===== config.mk =====
export PLATFORM = sky130hd
export DESIGN_NAME = alu_exec_unit_flat
export DESIGN_NICKNAME = d
export VERILOG_FILES = /design/src/rtl/alu_pkg.sv /design/src/rtl/alu_exec_unit_if.sv /design/src/rtl/alu_fifo2.sv /design/src/rtl/alu_exec_unit.sv /design/src/flat_wrapper.sv
export SDC_FILE = /design/constraint.sdc
export NUM_CORES = 1
export LEC_CHECK = 0
export ABC_AREA = 0
export CAP_MARGIN = 20
export CORE_MARGIN = 2
export CORE_UTILIZATION = 43
export DETAILED_ROUTE_END_ITERATION = 7
export PLACE_DENSITY = 0.64
export SETUP_SLACK_MARGIN = 0.4
export SLEW_MARGIN = 20
export SYNTH_ARGS = -nofsm -noshare
export SYNTH_HDL_FRONTEND = slang
export SYNTH_SLANG_ARGS = --single-unit

===== constraint.sdc =====
create_clock -name clk -period 15.25 [get_ports clk]
set_clock_uncertainty 0.2 [all_clocks]
set_input_delay 3.8125 -clock clk [delete_from_list [all_inputs] [get_ports clk]]
set_output_delay 3.8125 -clock clk [all_outputs]
set_load 0.005 [all_outputs]

===== src/rtl/alu_pkg.sv =====
// Shared constants for the Y86-64 execute-stage ALU: function codes and condition-code layout.
package alu_pkg;

    localparam logic [3:0] ALU_ADD = 4'h0;
    localparam logic [3:0] ALU_SUB = 4'h1;
    localparam logic [3:0] ALU_AND = 4'h2;
    localparam logic [3:0] ALU_XOR = 4'h3;

    localparam int CC_ZF = 2;
    localparam int CC_SF = 1;
    localparam int CC_OF = 0;

    localparam logic [2:0] CC_RESET = 3'b100;

endpackage


===== src/rtl/alu_exec_unit_if.sv =====
// Operand/result handshake bundle between the decode side, the ALU and the memory/writeback side.
interface alu_exec_unit_if #(parameter int W = 64);

    logic         in_valid;
    logic         in_ready;
    logic [3:0]   ifun;
    logic [W-1:0] a;
    logic [W-1:0] b;
    logic         set_cc;
    logic         out_valid;
    logic         out_ready;
    logic [W-1:0] out_result;
    logic         out_err;
    logic [2:0]   cc;

    modport master (
        output in_valid, ifun, a, b, set_cc, out_ready,
        input  in_ready, out_valid, out_result, out_err, cc
    );

    modport slave (
        input  in_valid, ifun, a, b, set_cc, out_ready,
        output in_ready, out_valid, out_result, out_err, cc
    );

endinterface


===== src/rtl/alu_fifo2.sv =====
// Two-entry result FIFO with asynchronous active-high reset; head data is always presented.
module alu_fifo2 #(
    parameter int DW = 65
) (
    input  logic          clk,
    input  logic          rst,
    input  logic          push,
    input  logic [DW-1:0] push_data,
    input  logic          pop,
    output logic [DW-1:0] head_data,
    output logic [1:0]    count
);

    localparam logic [1:0] EMPTY = 2'd0;
    localparam logic [1:0] ONE   = 2'd1;
    localparam logic [1:0] FULL  = 2'd2;

    logic       wr_ptr_reg;
    logic       rd_ptr_reg;
    logic [1:0] count_reg;
    logic [1:0] count_next;

    // Storage is reset so the head reads zero straight out of reset.
    genvar gi;
    generate
        for (gi = 0; gi < 2; gi++) begin : g_entry
            logic [DW-1:0] data_reg;
            always_ff @(posedge clk or posedge rst) begin
                if (rst)
                    data_reg <= '0;
                else if (push && (wr_ptr_reg == 1'(gi)))
                    data_reg <= push_data;
            end
        end
    endgenerate

    always_comb begin
        count_next = count_reg;
        case ({push, pop})
            2'b10: count_next = (count_reg == EMPTY) ? ONE : FULL;
            2'b01: count_next = (count_reg == FULL) ? ONE : EMPTY;
            default: count_next = count_reg;
        endcase
    end

    always_ff @(posedge clk or posedge rst) begin
        if (rst) begin
            wr_ptr_reg <= 1'b0;
            rd_ptr_reg <= 1'b0;
            count_reg  <= EMPTY;
        end else begin
            if (push)
                wr_ptr_reg <= ~wr_ptr_reg;
            if (pop)
                rd_ptr_reg <= ~rd_ptr_reg;
            count_reg <= count_next;
        end
    end

    assign head_data = rd_ptr_reg ? g_entry[1].data_reg : g_entry[0].data_reg;
    assign count     = count_reg;

endmodule


===== src/rtl/alu_exec_unit.sv =====
// Registered execute-stage ALU: add/sub/and/xor into a two-entry result buffer.
// Define ALU_CC_EN to build the ZF/SF/OF condition-code register; otherwise cc is tied to its reset value.
module alu_exec_unit
    import alu_pkg::*;
#(
    parameter int W = 64
) (
    input  logic           clk,
    input  logic           rst,
    alu_exec_unit_if.slave bus
);

    logic [W-1:0] r_next;
    logic         err_next;
    logic         push;
    logic         pop;
    logic [W:0]   head_data;
    logic [1:0]   count;

    always_comb begin
        r_next   = '0;
        err_next = 1'b0;
        case (bus.ifun)
            ALU_ADD: r_next = bus.b + bus.a;
            ALU_SUB: r_next = bus.b - bus.a;
            ALU_AND: r_next = bus.b & bus.a;
            ALU_XOR: r_next = bus.b ^ bus.a;
            default: err_next = 1'b1;
        endcase
    end

    assign push = bus.in_valid && bus.in_ready;
    assign pop  = bus.out_valid && bus.out_ready;

    alu_fifo2 #(.DW(W + 1)) u_fifo (
        .clk       (clk),
        .rst       (rst),
        .push      (push),
        .push_data ({r_next, err_next}),
        .pop       (pop),
        .head_data (head_data),
        .count     (count)
    );

    // Ready depends only on stored occupancy, never on out_ready.
    assign bus.in_ready   = (count != 2'd2);
    assign bus.out_valid  = (count != 2'd0);
    assign bus.out_result = head_data[W:1];
    assign bus.out_err    = head_data[0];

`ifdef ALU_CC_EN
    logic [2:0] flags_next;
    logic [2:0] cc_reg;

    always_comb begin
        flags_next        = '0;
        flags_next[CC_ZF] = (r_next == '0);
        flags_next[CC_SF] = r_next[W-1];
        case (bus.ifun)
            ALU_ADD: flags_next[CC_OF] = (bus.a[W-1] == bus.b[W-1]) && (r_next[W-1] != bus.a[W-1]);
            ALU_SUB: flags_next[CC_OF] = (bus.a[W-1] != bus.b[W-1]) && (r_next[W-1] != bus.b[W-1]);
            default: flags_next[CC_OF] = 1'b0;
        endcase
    end

    // Invalid function codes never disturb the flags, even with set_cc high.
    always_ff @(posedge clk or posedge rst) begin
        if (rst)
            cc_reg <= CC_RESET;
        else if (push && bus.set_cc && !err_next)
            cc_reg <= flags_next;
    end

    assign bus.cc = cc_reg;
`else
    logic unused_set_cc;
    assign unused_set_cc = bus.set_cc;
    assign bus.cc        = CC_RESET;
`endif

endmodule


===== src/flat_wrapper.sv =====
// flat-port wrapper written by rule: the top's interface ports become plain ports
module alu_exec_unit_flat import alu_pkg::*;
#(
    parameter int W = 64
)
  (clk, rst, bus_in_valid, bus_ifun, bus_a, bus_b, bus_set_cc, bus_out_ready, bus_in_ready, bus_out_valid, bus_out_result, bus_out_err, bus_cc);
  alu_exec_unit_if #(.W(W)) bus_i ();
  input  logic clk;
  input  logic rst;
  input wire logic [$bits(bus_i.in_valid)-1:0] bus_in_valid;
  input wire logic [$bits(bus_i.ifun)-1:0] bus_ifun;
  input wire logic [$bits(bus_i.a)-1:0] bus_a;
  input wire logic [$bits(bus_i.b)-1:0] bus_b;
  input wire logic [$bits(bus_i.set_cc)-1:0] bus_set_cc;
  input wire logic [$bits(bus_i.out_ready)-1:0] bus_out_ready;
  output wire logic [$bits(bus_i.in_ready)-1:0] bus_in_ready;
  output wire logic [$bits(bus_i.out_valid)-1:0] bus_out_valid;
  output wire logic [$bits(bus_i.out_result)-1:0] bus_out_result;
  output wire logic [$bits(bus_i.out_err)-1:0] bus_out_err;
  output wire logic [$bits(bus_i.cc)-1:0] bus_cc;
  assign bus_i.in_valid = bus_in_valid;
  assign bus_i.ifun = bus_ifun;
  assign bus_i.a = bus_a;
  assign bus_i.b = bus_b;
  assign bus_i.set_cc = bus_set_cc;
  assign bus_i.out_ready = bus_out_ready;
  assign bus_in_ready = bus_i.in_ready;
  assign bus_out_valid = bus_i.out_valid;
  assign bus_out_result = bus_i.out_result;
  assign bus_out_err = bus_i.out_err;
  assign bus_cc = bus_i.cc;
  alu_exec_unit #(.W(W)) u_core (.clk(clk), .rst(rst), .bus(bus_i));
endmodule

# Word-level counts from Yosys, hierarchy flattened
# Index checks and enable logic that the tools add are counted.
# totals
reg_bits,134
in_bits,137
latchBits,0
out_inout_bits,70
mem_bits_rw,0
mem_bits_ro,0
word_cells,33
memories,0
# classes
mul,0
n_lt_le_gt_ge,0
addsub,2
n_reduce_logical,9
bitwise_logic,4
shift,0
n_mux,6
n_eq_ne,7
div,0
# op_table
op,count
$pmux W64 S4,1
$mux W65,1
$add A64 B64 Y64,1
$and A64 B64 Y64,1
$sub A64 B64 Y64,1
$xor A64 B64 Y64,1
$eq A4 B2 Y1 const B,2
$eq A2 B2 Y1 const B,2
$eq A4 B1 Y1 const B,1
$logic_and A1 B1 Y1,4
$logic_not A4 Y1,1
$pmux W2 S2,1
$reduce_bool A2 Y1,2
$reduce_or A4 Y1,1
$eq A2 B1 Y1 const B,1
$logic_not A2 Y1,1
$mux W1,2
$mux W2,1
$ne A2 B2 Y1 const B,1
$not A1 Y1,2

# Depth between registers and ports, before layout
# Gate-level depths: netlist of run 1.
# depth
ltp_word,4
ltp_mapped,21
ltp_nobuf,20

# By module
# A second synthesis of run 1 with hierarchy kept.
# unflattened
hier_cells,1397
area_unflattened_um2,13165.1
# by_module_without_submodules
mod,seq_area_each_um2,n_inst,cells_each,area_per_inst_um2
alu_exec_unit,0.0,1,1033,7347.0
alu_fifo2,3353.2,1,364,5818.1

# Worst setup path before layout of run 1
# Ideal clock, no wire load.
# synth_timing
path_type,input -> register
from,in bus_a[4]
to,reg u_core.u_fifo.g_entry[0].data_reg[53]
n_path_buf,0
cell_stages,16
t_required_ns,14.925
setup_ns,0.125
path_slack_ns,7.242
arrival_ns,7.683
cell_sequence,nor4_1 -> nand2_1 -> or4_1 -> or3_1 -> o31ai_1 -> xor2_1 -> ha_1 -> a21oi_1 -> o21ai_0 -> a311oi_1 -> a211oi_2 -> o21ai_1 -> a211oi_1 -> or3_1 -> a32o_1 -> mux2_2
# synth_via
elab_chain_len,2
word_cells_on_any_way,3
classes_between,2 x add/sub; 1 x mux
# synth_rtl
element,line_no,rtl
start: declaration,flat_wrapper.sv:12,input wire logic [$bits(bus_i.a)-1:0] bus_a;
$sub A64 B64 Y64 or $add A64 B64 Y64 (tied branches),"alu_exec_unit.sv:25, alu_exec_unit.sv:24",
$pmux W64 S4 (*),alu_exec_unit.sv:23,case (bus.ifun)
end signal: assignment,alu_fifo2.sv:32,data_reg <= push_data;
end: declaration,alu_fifo2.sv:27,logic [DW-1:0] data_reg;
# Mark *: on every way between the ends. The rest lies on a longest branch, timed or not.
# A chain may end at the register's enable or synchronous reset.

# Worst setup path in the final report of run 1
# layout_timing
from,in bus_ifun[3]
to,reg u_core.u_fifo.g_entry[1].data_reg[57]
# layout_via
elab_chain_len,2
word_cells_on_any_way,5
classes_between,3 x eq/ne; 1 x mux; 1 x reduce/logical
# layout_rtl
element,line_no,rtl
start: declaration,flat_wrapper.sv:11,input wire logic [$bits(bus_i.ifun)-1:0] bus_ifun;
"$eq A4 B2 Y1, or another cell as far along",alu_exec_unit.sv:23,
$pmux W64 S4 (*),alu_exec_unit.sv:23,
end signal: assignment,alu_fifo2.sv:32,
end: declaration,alu_fifo2.sv:27,
# Marked as above.

==> results.py, run 1 <==
metrics = {
    "outcome": {
        "run_status": "finished, final reports clean",
    },
    "die": {
        "initial_core_util_pct": 43.8,
        "die_area_um2": 31600,
        "core_area_um2": 29600,
        "die_h_um": 178,
        "die_width_um": 178,
        "pin_count": 207,
        "row_count": 63,
    },
    "hold_path": {
        "worstHoldPathType": "reg -> reg",
        "min_to": "u_core.u_fifo.g_entry[1].data_reg[2]",
        "hold_depth": 2,
        "hold_path_startpoint": "u_core.u_fifo.g_entry[1].data_reg[2]",
    },
    "synth": {
        "yosysMostFrequentCell": "nand2_1",
        "seq_area_frac_synth_pct": 25.8,
        "synth_top_area_cell": "dfrtp_1",
        "synth.area.top_cells": "dfrtp_1, ha_1, mux2_2, nand2_1, o21ai_0",
        "synthFlopType": "dfrtp_1",
        "postSynthCellCount": 1569,
        "synth.distinct_cells": 71,
        "yosysWarnings": 0,
        "ys_ff_latch": 134,
        "synth_edf_count": 0,
        "yosysTopAreaCellShare_pct": 25.8,
        "ys_async_sr_fraction_pct": 100,
        "syn_area_um2": 13000,
        "avgSynthCellArea_um2": 8.27,
        "synth_common_cells": "nand2_1, dfrtp_1, o21ai_0",
    },
    "worst_setup_path": {
        "end_kind": "flop",
        "cp_num_buf_inv": 3,
        "path_class": "in -> reg",
        "critPathLaunchType": "input port",
        "cp_top_family": "compound AO/OA/AOI/OAI gates",
        "slowest_delay_ps": 780,
        "reg2reg_to": "u_core.u_fifo.g_entry[0].data_reg[41]",
        "cp_slowest_cell": "nor2_1",
        "worstPathCellList": "clkdlybuf4s50_1 > or2_2 > nor2_1 > buf_4 > nand2_1 > buf_4 > nand2_1 > o21ai_0 > fa_1 > nor2b_1 > o2111ai_1 > a31oi_1 > o2111ai_1 > a211oi_2 > o211ai_1 > a21oi_1 > nor3_1 > o32ai_1 > mux2_2",
        "arrival_ps": 9850,
        "worstReg2RegStart": "u_core.u_fifo.count[0]",
        "cp_max_fo": 31,
        "r2r_slack_ps": 12860,
        "required_ps": 15400,
        "r2r_cells": 7,
    },
    "clock_network": {
        "cts_buffers": 17,
        "clkSlewWorstSetupHoldPaths_ps": 60,
        "cts-root-buf": "clkbuf_16",
        "cts_hold_buf": 0,
        "clkSinkCount": 134,
        "cts_setup_buffers": 0,
        "tritoncts": "built",
        "cts_resized": 0,
        "clk_latency_ps": 410,
        "clock_path_buffers": 2,
        "ctsHtreeMaxLevel": 4,
    },
    "routing": {
        "met1Wirelength_um": 20300,
        "top_layer": "met5",
        "firstDrtPassIters": 5,
        "drc": 0,
        "final_antenna_net_count": 0,
        "totalWireLength_um": 41300,
        "wl_per_cell_um": 19.5,
        "wl_met2_um": 17100,
        "dr_wl_met3_um": 2890,
        "vias": 12200,
        "viasPerCell": 5.79,
        "drt_iter0_drc": 1284,
    },
    "run": {
        "drv_cap": 0,
    },
    "grt": {
        "grt_pass1_vias": 11400,
        "grt_usage_pct": 25.9,
        "grt-ovfl-total": 0,
        "grt_max_degree": 100,
        "grt_pass1_wl_um": 63200,
        "grt_antenna_before_repair": 2,
    },
    "pwr": {
        "combinationalPowerShare_pct": 47.8,
        "cell_internal_pwr_mw": 1.24,
        "swShare_pct": 36.3,
        "leakage_nw": 6.95,
        "p_seq_share_pct": 30.7,
        "ir_worst_vdd_uv": 95.1,
        "switchingPower_mw": 0.708,
        "power_frac_clock_pct": 21.4,
        "power.density_nw_per_um2": 123,
    },
    "place": {
        "placedCellCount": 2083,
        "port_buffers": 202,
        "place_ws_ps": 5300,
        "dp_hpwl_um": 32100,
        "place.gp.congestion": 0.966,
    },
    "timing": {
        "timing.final.hold_violations": 0,
        "slew_viol_final": 0,
        "slew_headroom_pct": 27.6,
        "fmax_mhz": 103,
        "final.min_clock_period_ps": 9700,
        "setup_viol": 0,
        "holdWs_ps": 270,
        "rsz0062_at_grt": "false",
        "worstMarginPinSlew_ps": 1090,
        "final.setup.worst_slack_ps": 5550,
        "finalCritPeriodShare_pct": 63.6,
        "finalSetupTns_ps": 0,
    },
    "finish": {
        "largest_reg_flops": 130,
        "instances_no_fill": 2115,
        "nets": 1979,
        "syn_to_final_growth_pct": 22.0,
        "drive_gt1_share_pct": 9.51,
        "diodes": 0,
    },
}
-- power by group through the flow --
stage / combinational, mW / sequential, mW / clock [mW]
after detailed placement: 0.927 / 0.604 / 0
after CTS: 0.935 / 0.599 / 0.424
final: 0.934 / 0.600 / 0.418
after global routing: 1.02 / 0.621 / 0.439
after global placement: 0.922 / 0.595 / 0
after floorplan: 0.569 / 0.565 / 0
-- stage by stage --
stage / cell area, µm² / util [%] / power (mW)
floorplan: 13000 / - / 1.13
global placement: 15200 / 51.3 / 1.52
detailed placement: 15200 / 51.3 / 1.53
CTS: 15800 / 53.4 / 1.96
global route: 15800 / 53.4 / 2.08
finish: 15800 / 53.4 / 1.95
-- metal layers --
metal / vias to the layer above / GRT usage, %
met5: - / 0
met4: 2 / 7.82
met3: 52 / 3.15
met2: 447 / 36.8
met1: 5797 / 40.3
li1: 5946 / -
-- layout by cell type (no fill, tap or decap), types with 27 or more instances in the layout --
| cell type | instances |
|---|---|
| a21o_1 | 31 |
| a21oi_1 | 123 |
| clkdlybuf4s50_1 | 200 |
| dfrtp_1 | 133 |
| ha_1 | 129 |
| inv_1 | 27 |
| mux2_2 | 93 |
| mux2i_1 | 59 |
| nand2_1 | 226 |
| nor2_1 | 119 |
| o211ai_1 | 28 |
| o21ai_0 | 131 |
| xnor2_1 | 73 |
| xor2_1 | 45 |
-- worst max path at each step --
stage	from	to	slack, ps	depth (start not counted)
5_1_grt	bus_ifun[3]	u_core.u_fifo.g_entry[0].data_reg[52]	5150	19
3_3_place_gp	bus_a[7]	u_core.u_fifo.g_entry[0].data_reg[58]	5340	17
4_1_cts	bus_ifun[3]	u_core.u_fifo.g_entry[1].data_reg[57]	5730	19
6_report	bus_ifun[3]	u_core.u_fifo.g_entry[1].data_reg[57]	5550	19
2_1_floorplan	bus_a[4]	u_core.u_fifo.g_entry[0].data_reg[53]	7240	16
3_5_place_dp	bus_ifun[3]	u_core.u_fifo.g_entry[1].data_reg[57]	5300	19
-- layout make-up --
cell class                      instances  area [µm²]
Tap cell                              390         488
Clock buffer                           18         439
Sequential cell                       134        3350
Clock inverter                         14         175
Fill cell                            2849       13800
Timing Repair Buffer                  214        2100
Multi-Input combinational cell       1317        9150
Inverter                               28         108
-- cell families (layout without fill, tap and decap cells) --
kind of cell	after synthesis	in the layout	share of synthesized area [%]
AND/OR/NAND/NOR	477	477	16.9
AO/OA/AOI/OAI	437	437	20.4
multiplexers	152	152	12.6
flip-flops	134	134	25.8
adder cells (fa/ha/maj)	130	130	12.6
buffers and inverters	119	274	3.66
XOR/XNOR	118	118	7.97
other	2	3	0.0579
-- tightest hold or removal path, cell delays in order, from the launching register on --
cell and delay, ps:
dfrtp_1 330, nand2_1 50, nand2_1 50
(Power assumes the default switching activity.)
==> run 2: changes to the inputs <==
Settings changed: PLACE_DENSITY 0.64 to 0.67.
Clock period 15.25 ns to 8.9 ns, I/O delays scaled along.
==> run 2 against run 1 <==
Effect of this change: critical path depth shrank 2; setup slack worse by 4600 ps; non-clock buffer count is 9 higher; critical path type unchanged; largest cell class unchanged.
==> results.py, run 2 (synthesis gave the netlist of run 1 again) <==
metrics = {
    "clock_network": {
        "clk_latency_ps": 410,
        "tritoncts": "built",
        "cts_resized": 0,
        "clkSlewWorstSetupHoldPaths_ps": 50,
        "cts_hold_buf": 0,
        "clock_path_buffers": 2,
        "cts_setup_buffers": 0,
        "clkSinkCount": 134,
        "cts_buffers": 17,
        "ctsHtreeMaxLevel": 4,
        "cts-root-buf": "clkbuf_16",
    },
    "place": {
        "dp_hpwl_um": 32600,
        "port_buffers": 202,
        "placedCellCount": 2092,
        "place.gp.congestion": 0.963,
        "place_ws_ps": 764,
    },
    "grt": {
        "grt-ovfl-total": 0,
        "grt_max_degree": 100,
        "grt_usage_pct": 26.4,
        "grt_pass1_vias": 11500,
        "grt_antenna_before_repair": 1,
        "grt_pass1_wl_um": 64100,
    },
    "finish": {
        "drive_gt1_share_pct": 9.92,
        "final_common_cell": "nand2_1",
        "syn_to_final_growth_pct": 22.5,
        "nets": 1988,
        "largest_reg_flops": 130,
        "fill_cells": 2847,
        "instances_no_fill": 2125,
        "final_cell_mix": "nand2_1, clkdlybuf4s50_1, dfrtp_1",
    },
    "worst_setup_path": {
        "cp_max_fo": 7,
        "arrival_ps": 8070,
        "slowest_delay_ps": 560,
        "r2r_cells": 6,
        "worstReg2RegStart": "u_core.u_fifo.count[0]",
        "r2r_slack_ps": 6490,
        "path_class": "in -> reg",
        "end_kind": "flop",
        "worstPathCellList": "clkdlybuf4s50_1 > nor4_1 > nand2_1 > or4_1 > or2_2 > o31ai_1 > xor2_1 > ha_1 > nand2_1 > nor4_1 > o211ai_1 > nand4_1 > nand4_1 > a21oi_1 > a41oi_1 > o311a_1 > a22o_1",
        "cp_slowest_cell": "or4_1",
        "crit_path_end": "u_core.u_fifo.g_entry[1].data_reg[62]",
        "startpoint": "bus_a[4]",
        "required_ps": 8990,
        "critPathLaunchType": "input port",
        "reg2reg_to": "u_core.u_fifo.g_entry[0].data_reg[62]",
    },
    "die": {
        "die_area_um2": 31600,
        "core_area_um2": 29600,
        "initial_core_util_pct": 43.8,
        "die_h_um": 178,
        "die_width_um": 178,
        "row_count": 63,
        "pin_count": 207,
    },
    "timing": {
        "timing.final.hold_violations": 0,
        "finalCritPeriodShare_pct": 89.6,
        "slew_viol_final": 0,
        "rsz0062_at_grt": "false",
        "fmax_mhz": 125,
        "final.min_clock_period_ps": 7980,
        "final.setup.worst_slack_ps": 925,
        "slew_headroom_pct": 32.1,
        "worstMarginPinSlew_ps": 1020,
        "setup_viol": 0,
        "finalSetupTns_ps": 0,
    },
    "pwr": {
        "leakage_nw": 6.99,
        "totalPowerFinal_mw": 3.35,
        "power.density_nw_per_um2": 211,
        "ir_worst_vdd_uv": 149,
    },
    "routing": {
        "wl_per_cell_um": 19.7,
        "totalWireLength_um": 41900,
        "final_antenna_net_count": 0,
        "vias": 12300,
        "drt_iter0_drc": 1083,
        "viasPerCell": 5.78,
        "drc": 0,
        "firstDrtPassIters": 5,
    },
    "hold_path": {
        "worstHoldPathType": "reg -> reg",
    },
    "outcome": {
        "run_status": "finished, final reports clean",
    },
    "run": {
        "drv_cap": 0,
    },
}
run 2: cell type report:
| type | instances | area, µm² | share of cell area [%] |
|---|---|---|---|
| diodes | 1 | 2.50 | 0.0157 |
| clock buffers | 20 | 457 | 2.87 |
| clock inverters | 12 | 153 | 0.961 |
| inverters | 28 | 108 | 0.677 |
| multi-input cells | 1317 | 9150 | 57.6 |
| flip-flops and latches | 134 | 3350 | 21.1 |
| well taps | 390 | 488 | 3.07 |
| repair buffers | 223 | 2180 | 13.7 |
run 2: worst min-delay path by stage:
stage / startpoint / end / cells past startpoint
5_1_grt: u_core.u_fifo.g_entry[0].data_reg[19] / u_core.u_fifo.g_entry[0].data_reg[19] / 2
2_1_floorplan: u_core.u_fifo.g_entry[1].data_reg[42] / u_core.u_fifo.g_entry[1].data_reg[42] / 2
4_1_cts: u_core.u_fifo.g_entry[1].data_reg[3] / u_core.u_fifo.g_entry[1].data_reg[3] / 2
3_3_place_gp: u_core.u_fifo.g_entry[1].data_reg[3] / u_core.u_fifo.g_entry[1].data_reg[3] / 2
6_report: u_core.u_fifo.g_entry[0].data_reg[7] / u_core.u_fifo.g_entry[0].data_reg[7] / 2
3_5_place_dp: u_core.u_fifo.g_entry[1].data_reg[3] / u_core.u_fifo.g_entry[1].data_reg[3] / 2
run 2: metrics by stage:
| step | util, % | hold WS (ps) | instance area [µm²] |
|---|---|---|---|
| after CTS | 53.6 | 274 | 15900 |
| final | 53.6 | 272 | 15900 |
| after global routing | 53.6 | 290 | 15900 |
| after floorplan | - | 238 | 13000 |
| after detailed placement | 51.5 | 260 | 15300 |
| after global placement | 51.5 | 254 | 15300 |
run 2: power by group:
group | internal (mW) | switching (mW) | total (mW)
Sequential | 0.870 | 0.127 | 0.997
Combinational | 0.816 | 0.824 | 1.64
Clock | 0.454 | 0.258 | 0.713
run 2: critical path, delay by kind of cell:
family                     cells  cell delay, ps
AOI/OAI and AO/OA              6            2100
and+or+nand+nor                8            2660
buffers and inverters          1             540
xor gates and xnor gates       1             130
adders and majority gates      1             410
run 2: layer usage:
| metal | track usage [%] | vias up | wire length, µm |
|---|---|---|---|
| met1 | 39.4 | 5825 | 20300 |
| met4 | 9.12 | 0 | 1180 |
| met5 | 0 | - | 0 |
| met2 | 38.1 | 432 | 17700 |
| met3 | 4.24 | 61 | 2760 |
| li1 | - | 5961 | - |
==> run 3: changes to the inputs <==
Settings changed: RECOVER_POWER from default to 100.
==> run 3 against run 2 <==
Effect of this change: the flow now finishes with violations (capacitance limit, slew limit); sequential cell count did not move; routed wire length barely moved; combinational power fell by 3%; design area fell by 0.13%; die area did not move; setup slack got worse by 270 ps; sequential share of layout area barely moved; largest cell class unchanged.
==> results.py, run 3 (synthesis gave the netlist of run 1 again) <==
metrics = {
    "worst_setup_path": {
        "path_common_cell": "o21ai_0",
        "worstPathCellList": "dlygate4sd3_1 > or2_0 > nor2_1 > clkbuf_1 > nand2_1 > buf_4 > nand2_1 > o21ai_0 > fa_1 > nor2b_1 > o2111ai_1 > a2111oi_1 > o211ai_1 > a31oi_1 > nor2_1 > o21ai_0 > xor2_1 > a21oi_1 > o21ai_0",
        "arrival_ps": 8180,
        "critPathLaunchType": "input port",
        "path_class": "in -> reg",
        "required_ps": 8830,
        "cp_num_buf_inv": 3,
        "cp_slowest_cell": "a2111oi_1",
        "end_kind": "flop",
        "slowest_delay_ps": 720,
        "cp_max_fo": 31,
        "cp_top_family": "compound AO/OA/AOI/OAI gates",
    },
    "finish": {
        "syn_to_final_growth_pct": 22.3,
        "instances_no_fill": 2125,
        "fin_area_um2": 15900,
        "final_cell_mix": "nand2_1, clkdlybuf4s50_1, o21ai_0",
        "final_util_pct": 53.6,
        "multi_input_area_um2": 9150,
        "nets": 1988,
        "seq_area_um2": 3350,
        "largest_reg_flops": 130,
        "drive_gt1_share_pct": 8.02,
        "final_common_cell": "nand2_1",
        "fill_cells": 2851,
    },
    "routing": {
        "viasPerCell": 5.80,
        "wl_per_cell_um": 19.7,
        "vias": 12300,
        "firstDrtPassIters": 5,
        "final_antenna_net_count": 0,
        "totalWireLength_um": 41900,
        "drt_iter0_drc": 1157,
        "drc": 0,
    },
    "place": {
        "placedCellCount": 2092,
        "dp_hpwl_um": 32600,
        "place_area_um2": 15300,
        "port_buffers": 202,
        "place.gp.congestion": 0.963,
    },
    "run": {
        "drv_cap": 4,
    },
    "timing": {
        "finalSetupTns_ps": 0,
        "setup_viol": 0,
        "worstMarginPinSlew_ps": 3960,
        "timing.final.hold_violations": 0,
        "rsz0062_at_grt": "false",
        "final.min_clock_period_ps": 8250,
        "fmax_mhz": 121,
        "finalCritPeriodShare_pct": 92.7,
        "slew_viol_final": 315,
        "slew_headroom_pct": -164,
    },
    "outcome": {
        "run_status": "complete, but fails checks",
        "violations": "capacitance limit, slew limit",
    },
    "die": {
        "die_area_um2": 31600,
        "die_width_um": 178,
        "row_count": 63,
        "pin_count": 207,
        "die_h_um": 178,
        "core_area_um2": 29600,
        "initial_core_util_pct": 43.8,
    },
    "pwr": {
        "ir_worst_vdd_uv": 148,
        "leakage_nw": 7.09,
        "totalPowerFinal_mw": 3.30,
        "power.density_nw_per_um2": 208,
    },
    "clock_network": {
        "cts_hold_buf": 0,
        "ctsHtreeMaxLevel": 4,
        "cts_resized": 0,
        "clkSinkCount": 134,
        "clock_path_buffers": 2,
        "cts-root-buf": "clkbuf_16",
        "cts_setup_buffers": 0,
        "clkSlewWorstSetupHoldPaths_ps": 60,
        "cts_buffers": 17,
        "clk_latency_ps": 410,
        "tritoncts": "built",
    },
    "grt": {
        "grt_antenna_before_repair": 1,
        "grt_pass1_wl_um": 64100,
        "grt_usage_pct": 26.4,
        "grt_pass1_vias": 11500,
        "grt_max_degree": 100,
        "grt-ovfl-total": 0,
    },
    "hold_path": {
        "worstHoldPathType": "reg -> reg",
    },
}
[run 3: area by class of cell]
class                   count  area share, %
multi-input cells        1317           57.7
clock buffers              20           2.88
well taps                 390           3.07
inverters                  28          0.670
clock inverters            12          0.962
repair buffers            223           13.6
flip-flops and latches    134           21.1
diodes                      1         0.0158
[run 3: where the power goes]
part	internal [mW]	leakage, nW	total [mW]	switching (mW)
registers	0.871	1.79	0.997	0.125
clock network	0.454	0.288	0.711	0.257
logic	0.773	5.01	1.59	0.818
total	2.10	7.09	3.30	1.20
[run 3: path summary, 6_finish.rpt]
check                                                startpoint                                     to  slack [ps]  cells past startpoint
setup / recovery                                    bus_ifun[3]  u_core.u_fifo.g_entry[1].data_reg[47]         650                     19
max in group asynchronous                                   rst               u_core.u_fifo.rd_ptr_reg        4390                      3
hold reg to reg            u_core.u_fifo.g_entry[0].data_reg[1]   u_core.u_fifo.g_entry[0].data_reg[1]         270                      2
hold / removal             u_core.u_fifo.g_entry[0].data_reg[1]   u_core.u_fifo.g_entry[0].data_reg[1]         270                      2
min in group asynchronous                                   rst   u_core.u_fifo.g_entry[1].data_reg[5]        2600                      2
setup reg to reg                         u_core.u_fifo.count[0]  u_core.u_fifo.g_entry[0].data_reg[62]        4090                      6
[run 3: routing by layer]
metal	routed length (µm)	vias up	global-route usage, %
met1	20000	5850	39.4
met4	1230	0	9.12
li1	-	5961	-
met5	0	-	0
met3	3050	68	4.24
met2	17600	438	38.1
[run 3: worst reg2reg max path, cell delays in order, from the launching register on]
cell and delay [ps]:
dfrtp_1 410, nand2b_1 220, nand2_1 160, or2_2 130, clkbuf_1 2720, nor2_1 490, a22o_1 370
[run 3: stage by stage]
| stage | hold slack [ps] | worst slack [ps] |
|---|---|---|
| finish | 268 | 653 |
| global route | 290 | 328 |
| CTS | 274 | 1150 |
| detailed placement | 260 | 764 |
| global placement | 254 | 791 |
| floorplan | 238 | 2480 |
